[config.mk]
export PLATFORM = sky130hd
export DESIGN_NAME = noc_echo_responder
export DESIGN_NICKNAME = d
export VERILOG_FILES = /design/src/rtl/noc_echo_responder.sv
export SDC_FILE = /design/constraint.sdc
export NUM_CORES = 2
export LEC_CHECK = 0
export ABC_AREA = 1
export CORE_MARGIN = 8
export CORE_UTILIZATION = 60
export CTS_CLUSTER_DIAMETER = 80
export CTS_CLUSTER_SIZE = 24
export DETAILED_ROUTE_END_ITERATION = 10
export GPL_TIMING_DRIVEN = 0
export HOLD_SLACK_MARGIN = 0.02
export PLACE_DENSITY = 0.81
export SYNTH_ARGS = -nofsm -noshare
export SYNTH_HDL_FRONTEND = slang
export SYNTH_SLANG_ARGS = --single-unit
[constraint.sdc]
create_clock -name clk -period 7.15 [get_ports clk]
set_input_delay 0.715 -clock clk [delete_from_list [all_inputs] [get_ports clk]]
set_output_delay 0.715 -clock clk [all_outputs]
set_load 0.05 [all_outputs]
[src/rtl/noc_echo_responder.sv]
// NoC echo/register responder: queues requests in a small FIFO, executes them one at a
// time (echo, register write/read, nop) and returns responses in request order.
module noc_echo_responder #(
    parameter int unsigned WIDTH_DATA    = 492,
    parameter int unsigned ADDRESS_WIDTH = 4,
    parameter int unsigned NODE_ID       = 15,
    parameter int unsigned REG_DEPTH     = 12,
    parameter int unsigned FIFO_DEPTH    = 4
) (
    input  logic                     clk,
    input  logic                     rst,
    input  logic [WIDTH_DATA-1:0]    i_data_in,
    input  logic [ADDRESS_WIDTH-1:0] i_src_in,
    input  logic                     i_valid_in,
    output logic                     i_ready_out,
    output logic [WIDTH_DATA-1:0]    o_data_out,
    output logic [ADDRESS_WIDTH-1:0] o_dest_out,
    output logic                     o_valid_out,
    input  logic                     o_ready_in,
    output logic [15:0]              o_req_count,
    output logic [15:0]              o_nop_count
);

    localparam int unsigned W       = WIDTH_DATA;
    localparam int unsigned ENTRY_W = ADDRESS_WIDTH + WIDTH_DATA;
    localparam int unsigned PTR_W   = (FIFO_DEPTH > 1) ? $clog2(FIFO_DEPTH) : 1;
    localparam int unsigned CNT_W   = PTR_W + 1;

    if ((REG_DEPTH < 1) || (REG_DEPTH > 16)) begin : g_bad_reg_depth
        $error("noc_echo_responder: REG_DEPTH must be in 1..16");
    end
    if ((FIFO_DEPTH < 2) || ((FIFO_DEPTH & (FIFO_DEPTH - 1)) != 0)) begin : g_bad_fifo_depth
        $error("noc_echo_responder: FIFO_DEPTH must be a power of two >= 2");
    end
    if ((NODE_ID >> ADDRESS_WIDTH) != 0) begin : g_bad_node_id
        $error("noc_echo_responder: NODE_ID does not fit in ADDRESS_WIDTH");
    end

    typedef enum logic [1:0] {
        S_IDLE = 2'd0,
        S_EXEC = 2'd1,
        S_SEND = 2'd2
    } state_t;

    typedef enum logic [1:0] {
        OP_ECHO  = 2'b00,
        OP_WRITE = 2'b01,
        OP_READ  = 2'b10,
        OP_NOP   = 2'b11
    } opcode_t;

    state_t state;

    // Request FIFO
    logic [ENTRY_W-1:0] fifo_mem [FIFO_DEPTH];
    logic [PTR_W-1:0]   wr_ptr;
    logic [PTR_W-1:0]   rd_ptr;
    logic [CNT_W-1:0]   fifo_count;
    logic [CNT_W-1:0]   fifo_count_next;
    logic               ready_q;
    logic               push;
    logic               pop;

    assign i_ready_out = ready_q;
    assign push        = i_valid_in && ready_q;
    assign pop         = (state == S_IDLE) && (fifo_count != '0);

    always_comb begin
        fifo_count_next = fifo_count;
        case ({push, pop})
            2'b10:   fifo_count_next = fifo_count + 1'b1;
            2'b01:   fifo_count_next = fifo_count - 1'b1;
            default: fifo_count_next = fifo_count;
        endcase
    end

    // Ready is registered from next occupancy, so o_ready_in never reaches it combinationally.
    always_ff @(posedge clk or negedge rst) begin
        if (!rst) begin
            for (int unsigned i = 0; i < FIFO_DEPTH; i++) begin
                fifo_mem[i] <= '0;
            end
            wr_ptr     <= '0;
            rd_ptr     <= '0;
            fifo_count <= '0;
            ready_q    <= 1'b0;
        end else begin
            if (push) begin
                fifo_mem[wr_ptr] <= {i_src_in, i_data_in};
                wr_ptr           <= wr_ptr + 1'b1;
            end
            if (pop) begin
                rd_ptr <= rd_ptr + 1'b1;
            end
            fifo_count <= fifo_count_next;
            ready_q    <= (fifo_count_next != CNT_W'(FIFO_DEPTH));
        end
    end

    // Working request and its decoded fields
    logic [W-1:0]             work_data;
    logic [ADDRESS_WIDTH-1:0] work_src;
    opcode_t                  work_op;
    logic [7:0]               work_tag;
    logic [3:0]               work_idx;
    logic [31:0]              work_payload;
    logic                     idx_ok;

    assign work_op      = opcode_t'(work_data[W-1 -: 2]);
    assign work_tag     = work_data[W-3 -: 8];
    assign work_idx     = work_data[35:32];
    assign work_payload = work_data[31:0];
    assign idx_ok       = (32'(work_idx) < REG_DEPTH);

    logic [31:0] regs [REG_DEPTH];
    logic [31:0] rd_val;
    logic [W-1:0] resp;

    always_comb begin
        rd_val = '0;
        for (int unsigned i = 0; i < REG_DEPTH; i++) begin
            if (32'(work_idx) == i) begin
                rd_val = regs[i];
            end
        end
    end

    // Register-op response: opcode/tag/status/result, every other bit forced low.
    always_comb begin
        resp           = '0;
        resp[W-1 -: 2] = work_op;
        resp[W-3 -: 8] = work_tag;
        resp[W-11]     = !idx_ok;
        if (idx_ok) begin
            resp[31:0] = (work_op == OP_WRITE) ? work_payload : rd_val;
        end
    end

    always_ff @(posedge clk or negedge rst) begin
        if (!rst) begin
            state       <= S_IDLE;
            work_data   <= '0;
            work_src    <= '0;
            o_data_out  <= '0;
            o_dest_out  <= '0;
            o_valid_out <= 1'b0;
            o_req_count <= '0;
            o_nop_count <= '0;
            for (int unsigned i = 0; i < REG_DEPTH; i++) begin
                regs[i] <= '0;
            end
        end else begin
            if (push && (o_req_count != 16'hFFFF)) begin
                o_req_count <= o_req_count + 16'd1;
            end
            case (state)
                S_IDLE: begin
                    if (pop) begin
                        {work_src, work_data} <= fifo_mem[rd_ptr];
                        state                 <= S_EXEC;
                    end
                end
                S_EXEC: begin
                    if (work_op == OP_NOP) begin
                        o_nop_count <= o_nop_count + 16'd1;
                        state       <= S_IDLE;
                    end else begin
                        if ((work_op == OP_WRITE) && idx_ok) begin
                            for (int unsigned i = 0; i < REG_DEPTH; i++) begin
                                if (32'(work_idx) == i) begin
                                    regs[i] <= work_payload;
                                end
                            end
                        end
                        o_data_out  <= (work_op == OP_ECHO) ? work_data : resp;
                        o_dest_out  <= work_src;
                        o_valid_out <= 1'b1;
                        state       <= S_SEND;
                    end
                end
                S_SEND: begin
                    if (o_ready_in) begin
                        o_valid_out <= 1'b0;
                        state       <= S_IDLE;
                    end
                end
                default: state <= S_IDLE;
            endcase
        end
    end

endmodule

==> flow_summary.toml <==
[clocking]
cts_resized = 0
cts_made_buffers = 165
cts_sinks = 3403
post_cts_buffers = 0
cts_tree = "done"
cts_max_level = 4
clk_latency_ns = 0.88
cts-root-buf = "clkbuf_16"
clkTransAtPathRegs_ns = 0.09
cts.path.max_buffers = 3

[layout]
final_common_cell = "dfrtp_1"
area_growth_pct = 14.08
layout-drive-gt1-share_pct = 9.974
layout_common_cells = "dfrtp_1 (3403), nand2_1 (2356), o21ai_0 (1861)"
final_nets = 15630

[global_routing]
grt_antenna_before_repair = 190
grtUsageTotal_pct = 35.45
grt-ovfl-total = 0
grt_max_degree = 184
grt_pass1_vias = 110200
grt_pass1_wl_mm = 687.4

[die]
fp.coreArea_sq_um = 235400
io_pins = 1030
rows = 178
die_w_microns = 502.6
die_y_microns = 502.6
dieArea_sq_um = 252600
start_util_pct = 60.34

[routing]
wl_mm = 459.4
num_vias = 113400
firstDrtPassIters = 8
viasPerCell = 6.145
ant_nets = 0
drt_iter0_drc = 13380
wire_per_inst_microns = 24.91
drcViolationCount = 0

[setup_path]
cp-end-kind = "asynchronous set/reset pin"
critPathKind = "in2async"
critPathMostFrequentCell = "buf_16"
crit_required_ns = 8.03
worstPathMaxFanout = 174
worstPathArrival_ns = 5.57
path_cells = "dlygate4sd3_1 -> buf_16 -> buf_16 -> buf_16 -> buf_16 -> buf_16 -> buf_16"
cp_slowest_stage_delay_ns = 0.61
cp_top_family = "buffers and inverters"
cp.buffers_inverters = 7
critPathSlowestCell = "dlygate4sd3_1"
start_kind = "primary input"

[logic_synthesis]
yosysSeqAreaShare_pct = 59.95
synth-main-ff-cell = "dfrtp_1"
synth_cells = 13900
ys_ff_latch = 3403
synth_warnings = 0
synthesis.area_sq_um = 142100
synth-edff-count = 0
syn_area_per_cell_sq_um = 10.22
synthArstFlopShare_pct = 100.0
syn_nets = 14410
yosys.cell_types.count = 35

[sta]
final.period_utilization_pct = 65.58
slew_headroom_pct = -4.655
setup_viol = 0
worst_slew_pin_slew_ns = 1.570
layout_setup_ws_ns = 2.461
fin_setup_tns_ns = 0
skew_ns = 0.04542
max_freq_mhz = 213.3
finalMaxSlewViolations = 11
hold_violations = 0
grt_setup_unrepaired = "false"
fin_crit_ns = 4.689
whs_ns = 0.4219

[run]
maxCapViolCount = 1

[placed_design]
portBuffers = 1029
dpl_worst_slack_ns = 2.226
routabilityCongestion = 0.9639
place_hpwl_mm = 333.4

[pwr]
power.share.clock_pct = 13.1
seq_power_share_pct = 40.7
peakVddDrop_v = 0.0003863
switchingPower_mw = 36.60
p_leak_nw = 70.12
comb_power_share_pct = 46.2
switching_share_pct = 44.30
powerDensity_nw_per_um2 = 509.9
internal_power_mw = 46.02

[min_path]
hold_path_class = "in2async"

[outcome]
violations = "capacitance limit, slew limit"
status = "finished, violations left"
what timing repair did:
action,in CTS,in global routing
hold endpoints to repair,112,0
hold buffers,1,0
setup endpoints to repair,0,0
per-stage QoR:
step	cell area [sq um]	instances	utilization [%]	power [mW]
after global placement	156300	18080	66.39	70.83
after CTS	161700	18310	68.69	81.99
after global routing	161900	18400	68.80	86.97
final	162100	18450	68.84	82.63
after floorplan	142100	13900	-	56.81
after detailed placement	156900	18100	66.66	71.21
cell type report:
class | count | area [sq um]
flip-flops and latches | 3403 | 85160
fillers | 17460 | 73350
multi-input cells | 8216 | 48030
repair buffers | 1053 | 10940
inverters | 1193 | 4478
plain buffers | 1089 | 4407
clock buffers | 178 | 4345
well taps | 3150 | 3941
clock inverters | 27 | 424.2
diodes | 136 | 340.3
final timing paths:
kind | from | endpoint | slack (ns) | cells past startpoint
max | rst | fifo_mem[770]$_DFFE_PN0P_ | 2.46 | 7
min in group clk | o_ready_in | state[1]$_DFFE_PN0P_ | 0.45 | 2
max reg2reg | state[1]$_DFFE_PN0P_ | i_ready_out$_DFF_PN0_ | 2.89 | 13
min reg2reg | o_nop_count[15]$_DFFE_PN0P_ | o_nop_count[15]$_DFFE_PN0P_ | 0.48 | 1
max in group clk | state[1]$_DFFE_PN0P_ | i_ready_out$_DFF_PN0_ | 2.89 | 13
min | rst | fifo_mem[75]$_DFFE_PN0P_ | 0.42 | 2
logic make-up (layout without fill, tap and decap cells):
| kind of cell | Yosys count | in the layout | synth area share [%] |
|---|---|---|---|
| muxes | 993 | 993 | 7.872 |
| xor gates and xnor gates | 34 | 34 | 0.2096 |
| buffers and inverters | 2282 | 3540 | 6.248 |
| and+or+nand+nor | 3257 | 3257 | 8.937 |
| adders and majority gates | 8 | 8 | 0.07575 |
| AOI/OAI and AO/OA | 3924 | 3924 | 16.71 |
| DFF | 3403 | 3403 | 59.95 |
| other | 0 | 136 | 0 |
sequential cells by signal, indices dropped and copies added (netlist names), 4 cells and up:
register / flops
o_req_count: 16
regs: 384
o_nop_count: 16
o_data_out: 492
work_data: 492
o_dest_out: 4
work_src: 4
fifo_mem: 1984
cell usage after synthesis, types with 7 or more instances:
master    instances  area [sq um]
nor2_1          668          2507
inv_1          1183          4441
clkbuf_1        788          2958
nand3_1          98         490.5
or2_0            16         100.1
xor2_1           22         192.7
mux2_2          993         11180
inv_2             9         33.78
a32o_1          445          4454
o21ai_0        1861          9314
a31oi_1         496          3103
buf_1            58         217.7
or2_2            12         75.07
dfrtp_1        3403         85160
nand2_1        2356          8843
ha_1              7         87.58
a21oi_1         600          3003
nand4_1          71         444.2
nand2_2          11         68.82
o21ai_1          22         110.1
or2_1             8         50.05
xnor2_1          12         105.1
o211ai_1        497          3731
buf_2           241          1206
layer usage:
layer / part of all wire [%] / up-vias / routed length, microns / global-route usage (%)
li1: - / 49660 / - / -
met1: 37 / 56630 / 171700 / 46.05
met2: 44 / 5716 / 204200 / 52.59
met3: 11 / 1248 / 50290 / 10.49
met4: 7.1 / 100 / 32580 / 22.41
met5: 0.14 / - / 635 / 0
power groups by stage:
stage	logic, mW	registers, mW	clock network (mW)
CTS	37.7	33.4	10.9
detailed placement	37.5	33.7	0
floorplan	19.8	37.0	0
finish	38.2	33.6	10.8
global route	41.1	34.4	11.5
global placement	36.3	34.6	0
(Power assumes the default switching activity.)
